$ cat src/rtl/alu_pkg.sv
// Shared ALU definitions: opcode encoding (common to ALU, decoder and arbiter),
// arbiter state encoding and the default datapath width.
package alu_pkg;

   localparam int XLEN_DEFAULT = 32;

   localparam logic [3:0] ALU_OP_ADD    = 4'b0000;
   localparam logic [3:0] ALU_OP_SUB    = 4'b0001;
   localparam logic [3:0] ALU_OP_AND    = 4'b0010;
   localparam logic [3:0] ALU_OP_OR     = 4'b0011;
   localparam logic [3:0] ALU_OP_XOR    = 4'b0100;
   localparam logic [3:0] ALU_OP_SLT    = 4'b0101;
   localparam logic [3:0] ALU_OP_SLTU   = 4'b0110;
   localparam logic [3:0] ALU_OP_SLL    = 4'b0111;
   localparam logic [3:0] ALU_OP_SRL    = 4'b1000;
   localparam logic [3:0] ALU_OP_SRA    = 4'b1001;
   localparam logic [3:0] ALU_OP_ANDNOT = 4'b1010;
   localparam logic [3:0] ALU_OP_NOP    = 4'b1111;

   typedef enum logic [1:0] {
      ST_IDLE = 2'd0,
      ST_EXEC = 2'd1,
      ST_RESP = 2'd2
   } arb_state_e;

endpackage

$ cat src/rtl/alu_arb_starve_ctr.sv
// Saturating count of requester-0 wins while requester 1 is waiting.
// at_limit tells the arbiter that requester 1 must win the next contested grant.
module alu_arb_starve_ctr
   import alu_pkg::*;
#(
   parameter int LIMIT = 4
) (
   input  logic clk,
   input  logic reset_n,
   input  logic inc,
   input  logic clr,
   output logic at_limit
);

   logic [3:0] cnt_q;
   logic [3:0] cnt_d;

   // Clear wins over increment; the count sticks at LIMIT until cleared.
   always_comb begin
      cnt_d = cnt_q;
      if (clr) begin
         cnt_d = 4'd0;
      end else if (inc && (cnt_q != 4'(LIMIT))) begin
         cnt_d = cnt_q + 4'd1;
      end
   end

   // Counter register.
   always_ff @(posedge clk or negedge reset_n) begin
      if (!reset_n) begin
         cnt_q <= 4'd0;
      end else begin
         cnt_q <= cnt_d;
      end
   end

   assign at_limit = (cnt_q == 4'(LIMIT));

endmodule

$ cat src/rtl/alu_arbiter.sv
// Shares one combinational ALU between the execute stage (r0) and the CSR
// unit (r1). Fixed priority to r0 with starvation relief for r1; operands
// are registered before the ALU and the result is registered after it.
//
// state   | meaning
// --------+---------------------------------------------------------------
// IDLE    | accepting requests; ready is offered to the granted requester
// EXEC    | operand registers drive the ALU; result captured at cycle end
// RESP    | owner's rsp_valid high, result held until owner takes it
module alu_arbiter
   import alu_pkg::*;
#(
   parameter int XLEN         = XLEN_DEFAULT,
   parameter int STARVE_LIMIT = 4
) (
   input  logic            clk,
   input  logic            reset_n,

   input  logic            r0_valid,
   output logic            r0_ready,
   input  logic [3:0]      r0_alu_op,
   input  logic [XLEN-1:0] r0_src_a,
   input  logic [XLEN-1:0] r0_src_b,
   output logic            r0_rsp_valid,
   input  logic            r0_rsp_ready,
   output logic [XLEN-1:0] r0_rsp_result,
   output logic            r0_rsp_zero,

   input  logic            r1_valid,
   output logic            r1_ready,
   input  logic [3:0]      r1_alu_op,
   input  logic [XLEN-1:0] r1_src_a,
   input  logic [XLEN-1:0] r1_src_b,
   output logic            r1_rsp_valid,
   input  logic            r1_rsp_ready,
   output logic [XLEN-1:0] r1_rsp_result,
   output logic            r1_rsp_zero,

   input  logic            flush,

   output logic [3:0]      alu_op,
   output logic [XLEN-1:0] alu_src_a,
   output logic [XLEN-1:0] alu_src_b,
   input  logic [XLEN-1:0] alu_result,
   input  logic            alu_zero,

   output logic            busy
);

   arb_state_e      state_q, state_d;
   logic            owner_q, owner_d;
   logic [3:0]      op_q, op_d;
   logic [XLEN-1:0] a_q, a_d;
   logic [XLEN-1:0] b_q, b_d;
   logic [XLEN-1:0] res_q, res_d;
   logic            zero_q, zero_d;

   logic            r0_req;
   logic            grant0;
   logic            grant1;
   logic            starve_inc;
   logic            starve_clr;
   logic            starve_hit;

   alu_arb_starve_ctr #(
      .LIMIT (STARVE_LIMIT)
   ) u_starve (
      .clk      (clk),
      .reset_n  (reset_n),
      .inc      (starve_inc),
      .clr      (starve_clr),
      .at_limit (starve_hit)
   );

   // Arbitration, next-state and response-channel logic.
   always_comb begin
      state_d      = state_q;
      owner_d      = owner_q;
      op_d         = op_q;
      a_d          = a_q;
      b_d          = b_q;
      res_d        = res_q;
      zero_d       = zero_q;
      r0_ready     = 1'b0;
      r1_ready     = 1'b0;
      r0_rsp_valid = 1'b0;
      r1_rsp_valid = 1'b0;
      grant0       = 1'b0;
      grant1       = 1'b0;
      starve_inc   = 1'b0;
      starve_clr   = 1'b0;
      r0_req       = r0_valid && !flush;

      unique case (state_q)
         ST_IDLE: begin
            grant1     = r1_valid && (!r0_req || starve_hit);
            grant0     = r0_req && !grant1;
            r0_ready   = grant0;
            r1_ready   = grant1;
            starve_inc = grant0 && r1_valid;
            starve_clr = grant1 || !r1_valid;
            if (grant0) begin
               owner_d = 1'b0;
               op_d    = r0_alu_op;
               a_d     = r0_src_a;
               b_d     = r0_src_b;
               state_d = ST_EXEC;
            end else if (grant1) begin
               owner_d = 1'b1;
               op_d    = r1_alu_op;
               a_d     = r1_src_a;
               b_d     = r1_src_b;
               state_d = ST_EXEC;
            end
         end
         ST_EXEC: begin
            if (!owner_q && flush) begin
               state_d = ST_IDLE;
            end else begin
               res_d   = alu_result;
               zero_d  = alu_zero;
               state_d = ST_RESP;
            end
         end
         ST_RESP: begin
            if (!owner_q) begin
               // A flush withdraws the r0 response in the same cycle.
               if (flush) begin
                  state_d = ST_IDLE;
               end else begin
                  r0_rsp_valid = 1'b1;
                  if (r0_rsp_ready) begin
                     state_d = ST_IDLE;
                  end
               end
            end else begin
               r1_rsp_valid = 1'b1;
               if (r1_rsp_ready) begin
                  state_d = ST_IDLE;
               end
            end
         end
         default: begin
            state_d = ST_IDLE;
         end
      endcase
   end

   // State, operand and response registers.
   always_ff @(posedge clk or negedge reset_n) begin
      if (!reset_n) begin
         state_q <= ST_IDLE;
         owner_q <= 1'b0;
         op_q    <= ALU_OP_NOP;
         a_q     <= '0;
         b_q     <= '0;
         res_q   <= '0;
         zero_q  <= 1'b0;
      end else begin
         state_q <= state_d;
         owner_q <= owner_d;
         op_q    <= op_d;
         a_q     <= a_d;
         b_q     <= b_d;
         res_q   <= res_d;
         zero_q  <= zero_d;
      end
   end

   // Operand registers only change on a grant, so the ALU inputs hold their
   // last values outside EXEC without extra muxing.
   assign alu_op        = op_q;
   assign alu_src_a     = a_q;
   assign alu_src_b     = b_q;

   assign r0_rsp_result = res_q;
   assign r0_rsp_zero   = zero_q;
   assign r1_rsp_result = res_q;
   assign r1_rsp_zero   = zero_q;

   assign busy          = (state_q != ST_IDLE);

endmodule

$ cat config.mk
export PLATFORM = sky130hd
export DESIGN_NAME = alu_arbiter
export DESIGN_NICKNAME = d
export VERILOG_FILES = /design/src/rtl/alu_pkg.sv /design/src/rtl/alu_arb_starve_ctr.sv /design/src/rtl/alu_arbiter.sv
export SDC_FILE = /design/constraint.sdc
export NUM_CORES = 1
export LEC_CHECK = 0
export ABC_CLOCK_PERIOD_IN_PS = 1930
export CAP_MARGIN = 25
export CORE_UTILIZATION = 34
export DETAILED_ROUTE_END_ITERATION = 10
export GPL_TIMING_DRIVEN = 0
export PLACE_DENSITY = 0.77
export REMOVE_ABC_BUFFERS = 1
export SLEW_MARGIN = 10
export SYNTH_ARGS = -nofsm -noshare
export SYNTH_HDL_FRONTEND = slang
export SYNTH_HIERARCHICAL = 1
export SYNTH_SLANG_ARGS = --single-unit
$ cat constraint.sdc
create_clock -name clk -period 1.93 [get_ports clk]
set_clock_uncertainty 0.2 [all_clocks]
set_input_delay 0.193 -clock clk [delete_from_list [all_inputs] [get_ports clk]]
set_output_delay 0.193 -clock clk [all_outputs]
set_load 0.05 [all_outputs]
; Word level (Yosys, flattened, before mapping)
; Cells that the tools add are included.
[word_totals]
register_bits = 108
inputBits = 176
output_inout_bits = 139
word_cells = 64
[op_classes]
add_sub_neg = 1
n_eq_ne = 7
n_mux = 27
bitwise_logic = 1
reduce_logical = 20
[op_table]
columns = cell, count
row1 = $mux 32, 4
row2 = $mux 4, 4
row3 = $mux 2, 7
row4 = $mux 1, 11
row5 = $logic_and 1x1->1, 6
row6 = $ne 3x3->1 const B, 2
row7 = $pmux 2 s3, 1
row8 = $reduce_bool 2->1, 3
row9 = $logic_not 1->1, 5
row10 = $add 4x1->4 const B, 1
row11 = $eq 4x3->1 const B, 1
row12 = $ne 4x3->1 const B, 1
row13 = $ne 4x4->1 const B, 1
row14 = $reduce_and 2->1, 2
row15 = $reduce_and 3->1, 1
row16 = $eq 2x1->1 const B, 1
row17 = $eq 2x2->1 const B, 1
row18 = $logic_not 2->1, 1
row19 = $logic_or 1x1->1, 2
row20 = $not 1->1, 1

; Depth between registers and ports, before layout
; Gate-level depths: netlist of run 1.
[logic_depth]
word_depth = 12
depth_mapped = 10
ltp_nobuf = 8

; By module
; The synthesis of run 1 kept the hierarchy.
[modules_own_cells]
columns = mod, n_inst, cells_each, area_per_inst_um2, seq_area_each_um2
row1 = alu_arbiter, 1, 422, 4803.4, 2607.5
row2 = alu_arb_starve_ctr, 1, 24, 234.0, 100.1

; Worst setup path before layout of run 1
; Ideal clock, no wire load.
[synth_path]
kind = reg2reg
start = reg owner_q
end = reg state_q[1]
setup_ns = 0.075
arrival_time_ns = 2.460
required_time_ns = 1.655
setup_slack_ns = -0.805
stages_incl_launch_ff = 3
n_path_buf = 0
period_less_slack_ns = 2.735
cell_sequence = dfrtp_1 -> nor4b_1 -> a221o_1
[synth_between]
elab_chain_cells = 4
word_cells_on_any_way = 8
cone_classes = eq/ne (2) / mux (3) / reduce/logical (3)
[synth_lines]
columns = item, line_no
row1 = start: declaration, alu_arbiter.sv:51  ; logic owner_q, owner_d;
row2 = start signal: assignment, alu_arbiter.sv:161  ; owner_q <= owner_d;
row3 = $logic_not 1->1, -
row4 = $logic_and 1x1->1, alu_arbiter.sv:117  ; if (!owner_q && flush) begin
row5 = $mux 2, alu_arbiter.sv:117
row6 = $pmux 2 s3, alu_arbiter.sv:94  ; unique case (state_q)
row7 = end signal: assignment, alu_arbiter.sv:160  ; state_q <= state_d;
row8 = end: declaration, alu_arbiter.sv:50  ; arb_state_e state_q, state_d;
; Parallel ways exist; a longest one is shown, timed or not.
; A chain may end at the register's enable or synchronous reset.

; Worst setup path in the final report of run 1
[layout_path]
start = reg u_starve.cnt_q[0]
end = out r0_ready
[layout_between]
elab_chain_cells = 6
[layout_lines]
columns = item, line_no
row1 = start: declaration, alu_arb_starve_ctr.sv:15  ; logic [3:0] cnt_q;
row2 = start signal: assignment, alu_arb_starve_ctr.sv:33  ; cnt_q <= cnt_d;
row3 = $eq 4x3->1, alu_arb_starve_ctr.sv:37  ; assign at_limit = (cnt_q == 4'(LIMIT));
row4 = named net starve_hit, alu_arbiter.sv:63  ; logic starve_hit;
row5 = $logic_or 1x1->1, alu_arbiter.sv:96  ; grant1 = r1_valid && (!r0_req || starve_hit);
row6 = $logic_and 1x1->1, alu_arbiter.sv:96
row7 = $logic_not 1->1, alu_arbiter.sv:97  ; grant0 = r0_req && !grant1;
row8 = $logic_and 1x1->1, alu_arbiter.sv:97
row9 = $mux 1, alu_arbiter.sv:94
row10 = end: declaration, alu_arbiter.sv:20  ; output logic r0_ready,
; The timed path passes the listed nets, and every way through them passes these cells.

==> results.toml, run 1 <==
[floorplanning]
fp.dieW_um = 123.7
ios = 315
die_h_um = 123.7
coreArea_mm2 = 0.01448
die-area_mm2 = 0.01531
rows = 44
initial_utilization_pct = 34.79

[routing]
wirelength_um = 15970
detail-route-antenna-nets = 0
vias_per_cell = 4.745
first_iter_violations = 145
dr.pass1.iters = 4
num_vias = 4418
drt-wirelength-per-cell_um = 17.15
drcViolationCount = 0

[setup_path]
critPathRequiredTime_ps = 1540
cpMostUsedCell = "nand2_8"
cp.arrival_ps = 1590
critPathMaxFanout = 7
max_stage_delay_ps = 400
reg2regPathDepth = 9
critPathLaunch = "u_starve/cnt_q[0]$_DFFE_PN0P_"
reg2reg_slack_ps = 0
crit_slowest_cell = "dfrtp_1"
rr_endpoint = "u_starve/cnt_q[3]$_DFFE_PN0P_"
r2r-start = "u_starve/cnt_q[0]$_DFFE_PN0P_"
endpoint_kind = "output pin"
cp-endpoint = "r0_ready"
critPathKind = "flip-flop to output pin"
start_kind = "flip-flop"
path_cells = "inv_2 -> ha_4 -> nand3b_4 -> inv_6 -> nand2_8 -> nand2_8 -> nor2_4 -> buf_8"

[sta]
setup_viol = 1
grt_setup_unrepaired = "yes"
tns_ps = -54.90
slew_headroom_pct = 62.65
hold_slack_ps = 170.6
slew_viol_final = 0
worst_slew_pin_slew_ps = 562.4
finalCriticalPeriod_ps = 1985
fmax_ghz = 0.5038
period_share_pct = 102.8
finalHoldViolCount = 0
setup_slack_ps = -54.90

[synth]
synthFlopType = "dfrtp_1"
syn_inst = 446
synth_edf_count = 0
seq_area_frac_synth_pct = 53.75
synth.avg_cell_area_um2 = 11.29
yosys_warnings = 6
synth_area_mm2 = 0.005037
async_flop_share_pct = 100.0
ys_ff_latch = 108
synth_cell_types = 29

[final_layout]
num_antenna_cells = 0
area_growth_pct = 73.87
final_nets = 920
nFillCells = 1199
final_layout_size_suffix_gt1_share_pct = 14.59

[clock_tree]
tritoncts = "done"
cts_sinks = 108
cts-root-buf = "clkbuf_16"
clkLatencyLatePin_ps = 350
h-tree-depth = 3
clk_path_buf_depth = 2
numCtsBuffers = 9
clkSlewWorstSetupHoldPaths_ps = 70

[place]
dp_hpwl_um = 11600
gp_congestion = 0.7362
placement.io_buffers = 314

[power_and_ir_drop]
leakage_uw = 0.004493
peakVddDrop_uv = 942.7
power_density_mw_per_mm2 = 1803

[grt]
grt_start_max_net_pins = 58
grt_pass1_wl_um = 23120
overflow = 0
track_usage_pct = 20.30
grt_pass1_vias = 4546
antenna_found_initial = 0

[min_path]
holdCritPathClass = "input pin to asynchronous set/reset pin"

[outcome]
status = "finished, violations left"
violations = "setup timing"

[job]
drv_cap = 0
-- critical path: cells and delay by family (launching register included) --
| family | cells | cell delay [ps] |
|---|---|---|
| DFF | 1 | 400 |
| adders and majority gates | 1 | 140 |
| and+or+nand+nor | 4 | 360 |
| buffers and inverters | 3 | 330 |
-- Yosys cell counts (2+ instances only) --
master      n  area [um2]
a21o_2      2       17.52
a21oi_1     5       25.02
buf_2      10       50.05
buf_4      35       262.8
buf_6       7       78.83
clkbuf_1    6       22.52
dfrtp_1   104        2603
dfstp_2     4       105.1
ha_1        2       25.02
inv_1       6       22.52
mux2_2     33       371.6
mux2i_1    68       680.7
nand2_1    71       266.5
nand3_1     3       15.01
nor2_1      5       18.77
nor2b_1     2       12.51
nor3_1      2       10.01
o21ai_0    64       320.3
o21ai_1     7       35.03
-- power by group --
part	internal, uW	switching [uW]	leakage, uW
combinational	2950	6980	0.00305
clock	1000	840	0.000139
sequential	3380	644	0.00131
total	7330	8460	0.00449
-- worst min path at each step --
stage	from	end	depth (start not counted)
detailed placement	reset_n	r0_rsp_result[6]$_DFFE_PN0P_	1
finish	reset_n	r0_rsp_result[6]$_DFFE_PN0P_	2
CTS	reset_n	r0_rsp_result[6]$_DFFE_PN0P_	2
global placement	alu_src_a[4]$_DFFE_PN0P_	alu_src_a[4]$_DFFE_PN0P_	2
floorplan	reset_n	alu_src_a[0]$_DFFE_PN0P_	0
global route	reset_n	alu_src_b[1]$_DFFE_PN0P_	2
-- layer usage --
layer | wire length (um) | track usage, % | vias to the layer above
li1 | - | - | 2088
met1 | 5661 | 20.57 | 2102
met2 | 8466 | 37.81 | 207
met3 | 1503 | 6.364 | 21
met4 | 333 | 8.961 | 0
met5 | 0 | 0 | -
-- state kept, by name (all words and copies together) (netlist names) --
name / cells
state_q: 2
alu_op: 4
r0_rsp_result: 32
alu_src_a: 32
r0_rsp_zero: 1
u_starve/cnt_q: 4
alu_src_b: 32
owner_q: 1
-- what timing repair did --
action | 4_1_cts | 5_1_grt
hold buffers | 1 | 0
endpoints found under the hold margin | 56 | 0
pin swaps | 4 | 2
buffers inserted | 10 | 9
cloned | 3 | 0
setup endpoints to repair | 202 | 100
resized for setup | 138 | 81
-- metrics by stage --
step	cell area (um2)	worst slack (ps)	total power, uW	std cells	utilization [%]
global placement	7996	-5575	13560	886	55.23
detailed placement	8144	-797.9	14600	892	56.25
global route	8758	-111.9	16600	931	60.49
CTS	8538	-73.54	15860	922	58.97
finish	8758	-54.90	15790	931	60.49
floorplan	4623	-3175	10570	388	-
-- logic make-up after synthesis --
group	share of synthesized area, %
mux	20.89
buf+inv	8.743
fa+ha+maj	0.4967
flops	53.75
compound gates	8.097
simple gates	8.023
-- cell type report --
| class | instances | area [um2] | share of cell area, % |
|---|---|---|---|
| Clock inverter | 5 | 52.55 | 0.6000 |
| Sequential cell | 108 | 2709 | 30.93 |
| Clock buffer | 11 | 232.7 | 2.657 |
| Inverter | 7 | 31.28 | 0.3571 |
| Timing Repair Buffer | 342 | 3475 | 39.67 |
| Tap cell | 184 | 230.2 | 2.629 |
| Multi-Input combinational cell | 274 | 2028 | 23.16 |
-- placed cells by master (no fill, tap or decap), types with 4 or more instances in the layout --
master,n
clkdlybuf4s50_1,177
dfrtp_1,103
dlygate4sd2_1,91
nand2_1,70
mux2i_1,62
dlymetal6s2s_1,40
o21ai_1,36
o21ai_0,34
mux2_2,33
buf_4,20
clkbuf_16,9
a21oi_1,5
mux2i_2,5
inv_1,4
dfstp_2,4
buf_16,4
(Power assumes the default switching activity.)
==> run 2: changes to the inputs <==
Settings changed: CELL_PAD_IN_SITES_DETAIL_PLACEMENT set to 0, CELL_PAD_IN_SITES_GLOBAL_PLACEMENT set to 1, CORE_UTILIZATION 34 to 24, PLACE_DENSITY 0.77 to 0.75.
==> run 2 against run 1 <==
The run still ends with setup timing left; utilization shrank 16 points; die area grew 41%; setup slack gained 40 ps; combinational power grew 0.4%; power is essentially flat; final area grew 3.0%; via count shrank 3.0%; sequential power is essentially flat; first-iteration DRC count shrank 57%; critical endpoint unchanged; largest cell class unchanged.
==> results.toml, run 2 (synthesis results as in run 1) <==
[routing]
detail-route-antenna-nets = 0
dr.pass1.iters = 4
drt-wirelength-per-cell_um = 15.83
wirelength_um = 16130
drcViolationCount = 0
num_vias = 4284
vias_per_cell = 4.204
first_iter_violations = 63

[min_path]
holdCritPathClass = "input pin to asynchronous set/reset pin"

[sta]
worst_slew_pin_slew_ps = 678.2
tns_ps = -17.72
period_share_pct = 100.7
hold_slack_ps = 176.2
slew_viol_final = 0
finalHoldViolCount = 0
setup_slack_ps = -14.46
finalCriticalPeriod_ps = 1944
setup_viol = 2
fmax_ghz = 0.5143
grt_setup_unrepaired = "yes"
slew_headroom_pct = 54.97

[setup_path]
cp_top_family = "flip-flops"
critPathKind = "flip-flop to output pin"
critPathRequiredTime_ps = 1540
max_stage_delay_ps = 390
endpoint_kind = "output pin"
crit_buf_inv = 3
crit_slowest_cell = "dfrtp_1"
start_kind = "flip-flop"
cp.arrival_ps = 1550
path_cells = "inv_2 -> ha_4 -> nand3b_4 -> inv_4 -> nand2_4 -> nand2_8 -> nor2_4 -> buf_8"
critPathMaxFanout = 7

[grt]
track_usage_pct = 14.96
overflow = 0
top_usage_layer = "met2"
antenna_found_initial = 0
grt_pass1_wl_um = 24610
grt_use_met2_pct = 25.00
grt_use_met3_pct = 5.932
grt_pass1_vias = 4265
use_met1_pct = 18.07
grt_start_max_net_pins = 56

[floorplanning]
die_h_um = 146.9
rows = 52
die-area_mm2 = 0.02157
coreArea_mm2 = 0.02043
initial_utilization_pct = 24.66
ios = 315
fp.dieW_um = 146.9

[final_layout]
final_cell_mix = "clkdlybuf4s50_1 (175), dfrtp_1 (103), dlygate4sd2_1 (92)"
multi_input_area_mm2 = 0.002031
num_antenna_cells = 0
final_common_cell = "clkdlybuf4s50_1"
area_growth_pct = 79.06
final-seq-area_mm2 = 0.002709
nFillCells = 2037
fin_util_pct = 44.15
final_layout_size_suffix_gt1_share_pct = 15.09
final_cells = 1019
final_nets = 922

[power_and_ir_drop]
leakage_uw = 0.004583
power_density_mw_per_mm2 = 1749
peakVddDrop_uv = 839.0

[clock_tree]
clkLatencyLatePin_ps = 350
clk_path_buf_depth = 2
tritoncts = "done"
numCtsBuffers = 9
h-tree-depth = 3
cts_sinks = 108
cts-root-buf = "clkbuf_16"
clkSlewWorstSetupHoldPaths_ps = 70

[place]
placement.io_buffers = 314
dp_hpwl_um = 11430
pre_cts_ws_ps = -1040
dp.cells = 980
gp_congestion = 0.6824

[outcome]
violations = "setup timing"
status = "finished, violations left"

[job]
drv_cap = 0
-- run 2: cell types whose count changed in the layout (fill, tap and decap cells not counted), moves of 3 or more --
cell,previous run,this run
mux2i_2,5,8
o21ai_0,34,45
clkinv_2,3,0
buf_4,20,13
buf_12,3,6
mux2i_1,62,59
o21ai_1,36,25
-- run 2: repair_timing --
action,CTS,global route
gates cloned,4,3
hold buffers,1,0
setup buffers,10,6
setup endpoints to repair,184,101
resized for setup,141,71
pin swaps,5,1
endpoints found under the hold margin,54,0
-- run 2: area by class of cell --
class,count,area share (%)
repair buffers,344,40.19
flip-flops and latches,108,30.03
multi-input cells,274,22.51
well taps,270,3.745
clock buffers,12,2.844
clock inverters,4,0.3607
inverters,7,0.3190
-- run 2: stage by stage --
stage	area, um2	power, uW
after global routing	9020	16640
after floorplan	4623	10570
after global placement	8104	13060
final	9020	15780
after CTS	8768	15970
after detailed placement	8302	14680
-- run 2: power breakdown --
group / total, uW / internal [uW] / switching [uW]
clock network: 1820 / 956 / 868
logic: 9960 / 3020 / 6940
registers: 3990 / 3380 / 614
total: 15800 / 7350 / 8430
-- run 2: worst paths after layout --
| path | start | end | slack (ps) | cells past startpoint |
|---|---|---|---|---|
| worst min register to register | alu_src_a[3]$_DFFE_PN0P_ | alu_src_a[3]$_DFFE_PN0P_ | 280 | 2 |
| worst max-delay path | u_starve/cnt_q[1]$_DFFE_PN0P_ | r0_ready | -10 | 8 |
| worst max register to register | u_starve/cnt_q[1]$_DFFE_PN0P_ | alu_op[2]$_DFFE_PN1P_ | 0 | 9 |
| min in group clk | r0_alu_op[1] | alu_op[1]$_DFFE_PN1P_ | 240 | 3 |
| max in group asynchronous | reset_n | r0_rsp_result[19]$_DFFE_PN0P_ | 680 | 3 |
| worst min-delay path | reset_n | alu_src_a[12]$_DFFE_PN0P_ | 180 | 2 |
-- run 2: metal layers --
layer | vias to the layer above | part of all wire [%]
met3 | 6 | 9.9
met5 | - | 0
met2 | 217 | 47
met4 | 0 | 0.70
met1 | 1962 | 42
li1 | 2099 | -
-- run 2: worst register-to-register path: stages, from the launching register on --
cell	delay (ps)
dfrtp_1	390
inv_2	90
ha_4	140
nand3b_4	80
inv_4	100
nand2_4	80
nand2_8	140
bufbuf_16	310
mux2i_2	230
o21ai_0	100
==> run 3: changes to the inputs <==
Settings changed: SKIP_CTS_REPAIR_TIMING set to 1.
==> run 3 against run 2 <==
The flow still finishes with violations (setup timing); largest power group unchanged; final area up 5.5%; first-iteration DRC count up 19%; critical path type unchanged; sequential share of layout area down 1.6 points; highest routed layer unchanged; largest cell class unchanged; critical endpoint unchanged; clock power about the same.
==> results.toml, run 3 (synthesis results as in run 1) <==
[outcome]
status = "finished, violations left"
violations = "setup timing"

[setup_path]
critPathRequiredTime_ps = 1540
critPathKind = "flip-flop to output pin"
endpoint_kind = "output pin"
critPathMaxFanout = 5
cp.arrival_ps = 1620
start_kind = "flip-flop"

[grt]
antenna_found_initial = 0
grt_start_max_net_pins = 56
grt_pass1_wl_um = 23220
grt_pass1_vias = 4135
track_usage_pct = 13.94
overflow = 0

[floorplanning]
ios = 315
coreArea_mm2 = 0.02043
fp.dieW_um = 146.9
initial_utilization_pct = 24.66
rows = 52
die-area_mm2 = 0.02157
die_h_um = 146.9

[clock_tree]
clk_path_buf_depth = 2
cts_sinks = 108
cts-root-buf = "clkbuf_16"
clkLatencyLatePin_ps = 350
numCtsBuffers = 9
tritoncts = "done"
h-tree-depth = 3
clkSlewWorstSetupHoldPaths_ps = 70

[final_layout]
num_antenna_cells = 0
final_nets = 929
final_layout_size_suffix_gt1_share_pct = 17.33
final_cell_mix = "clkdlybuf4s50_1 (175), dlymetal6s2s_1 (134), dfrtp_1 (103)"
area_growth_pct = 88.97
fin_util_pct = 46.59
final_common_cell = "clkdlybuf4s50_1"
final_cells = 1026

[routing]
detail-route-antenna-nets = 0
wirelength_um = 16700
num_vias = 4341
drt-wirelength-per-cell_um = 16.28
drcViolationCount = 0
first_iter_violations = 75
dr.pass1.iters = 4
vias_per_cell = 4.231

[job]
drv_cap = 0

[sta]
finalCriticalPeriod_ps = 2015
period_share_pct = 104.4
slew_viol_final = 0
worst_slew_pin_slew_ps = 678.1
finalHoldViolCount = 0
setup_viol = 34
fmax_ghz = 0.4963
setup_slack_ps = -84.73
slew_headroom_pct = 54.72
grt_setup_unrepaired = "yes"

[min_path]
holdCritPathClass = "input pin to asynchronous set/reset pin"

[place]
dp.cells = 980
dp_hpwl_um = 11430
placement.io_buffers = 314
gp_congestion = 0.6824

[power_and_ir_drop]
power_density_mw_per_mm2 = 1739
fin_total_pwr_uw = 16550
peakVddDrop_uv = 887.0
leakage_uw = 0.005394
[run 3: changes by cell type in the layout (fill, tap and decap cells not counted), moves of 3 or more]
cell and delta:
mux2i_4 +4, buf_4 +3, mux2i_1 -8, dlymetal6s2s_1 +93, mux2i_2 +4, o21ai_0 -23
o21ai_1 +23, dlygate4sd2_1 -92
[run 3: worst max-delay path, stage by stage (launching register included)]
cell and delay [ps]:
dfrtp_1 400, inv_2 70, ha_4 170, nand3b_4 100, inv_8 60, nand2_8 100, nand2_8 90, nor2_2 120
buf_6 170
[run 3: power by group]
group / leakage, uW / switching, uW / internal [uW]
clock network: 0.000135 / 872 / 956
registers: 0.00131 / 619 / 3380
logic: 0.00395 / 7010 / 3710
[run 3: per-layer routing]
layer  GRT usage [%]  routed length, um
met5               0                  0
met4           3.333                137
met3           6.025               1606
met2           23.10               7995
met1           16.55               6962
[run 3: worst paths after layout]
kind                                               startpoint                       endpoint  slack, ps  cells past startpoint
worst max register to register  u_starve/cnt_q[1]$_DFFE_PN0P_       alu_src_a[0]$_DFFE_PN0P_        -80                     10
worst max-delay path            u_starve/cnt_q[1]$_DFFE_PN0P_                       r0_ready        -80                      8
worst min-delay path                                  reset_n      alu_src_a[12]$_DFFE_PN0P_        170                      2
min in group clk                                 r0_alu_op[1]          alu_op[1]$_DFFE_PN1P_        240                      3
worst min register to register          alu_op[2]$_DFFE_PN1P_          alu_op[2]$_DFFE_PN1P_        260                      2
max in group asynchronous                             reset_n  r0_rsp_result[19]$_DFFE_PN0P_        670                      3
[run 3: metrics by stage]
stage / setup TNS [ps] / area, um2 / hold WS, ps / setup WS, ps
floorplan: -225550 / 4623 / -302.6 / -3175
finish: -1054 / 9519 / 174.0 / -84.73
CTS: -39940 / 8591 / -386.4 / -1272
global placement: -890610 / 8104 / 259.5 / -6254
detailed placement: -43580 / 8302 / -3.355 / -1040
global route: -4676 / 9519 / 203.2 / -165.1
[run 3: cell type report]
class,count,area [um2]
sequential,108,2709
clock buffer,12,256.5
multi-input combinational,274,2118
tap,270,337.8
timing repair buffer,351,4031
inverter,7,33.78
fill,1947,10910
clock inverter,4,32.53
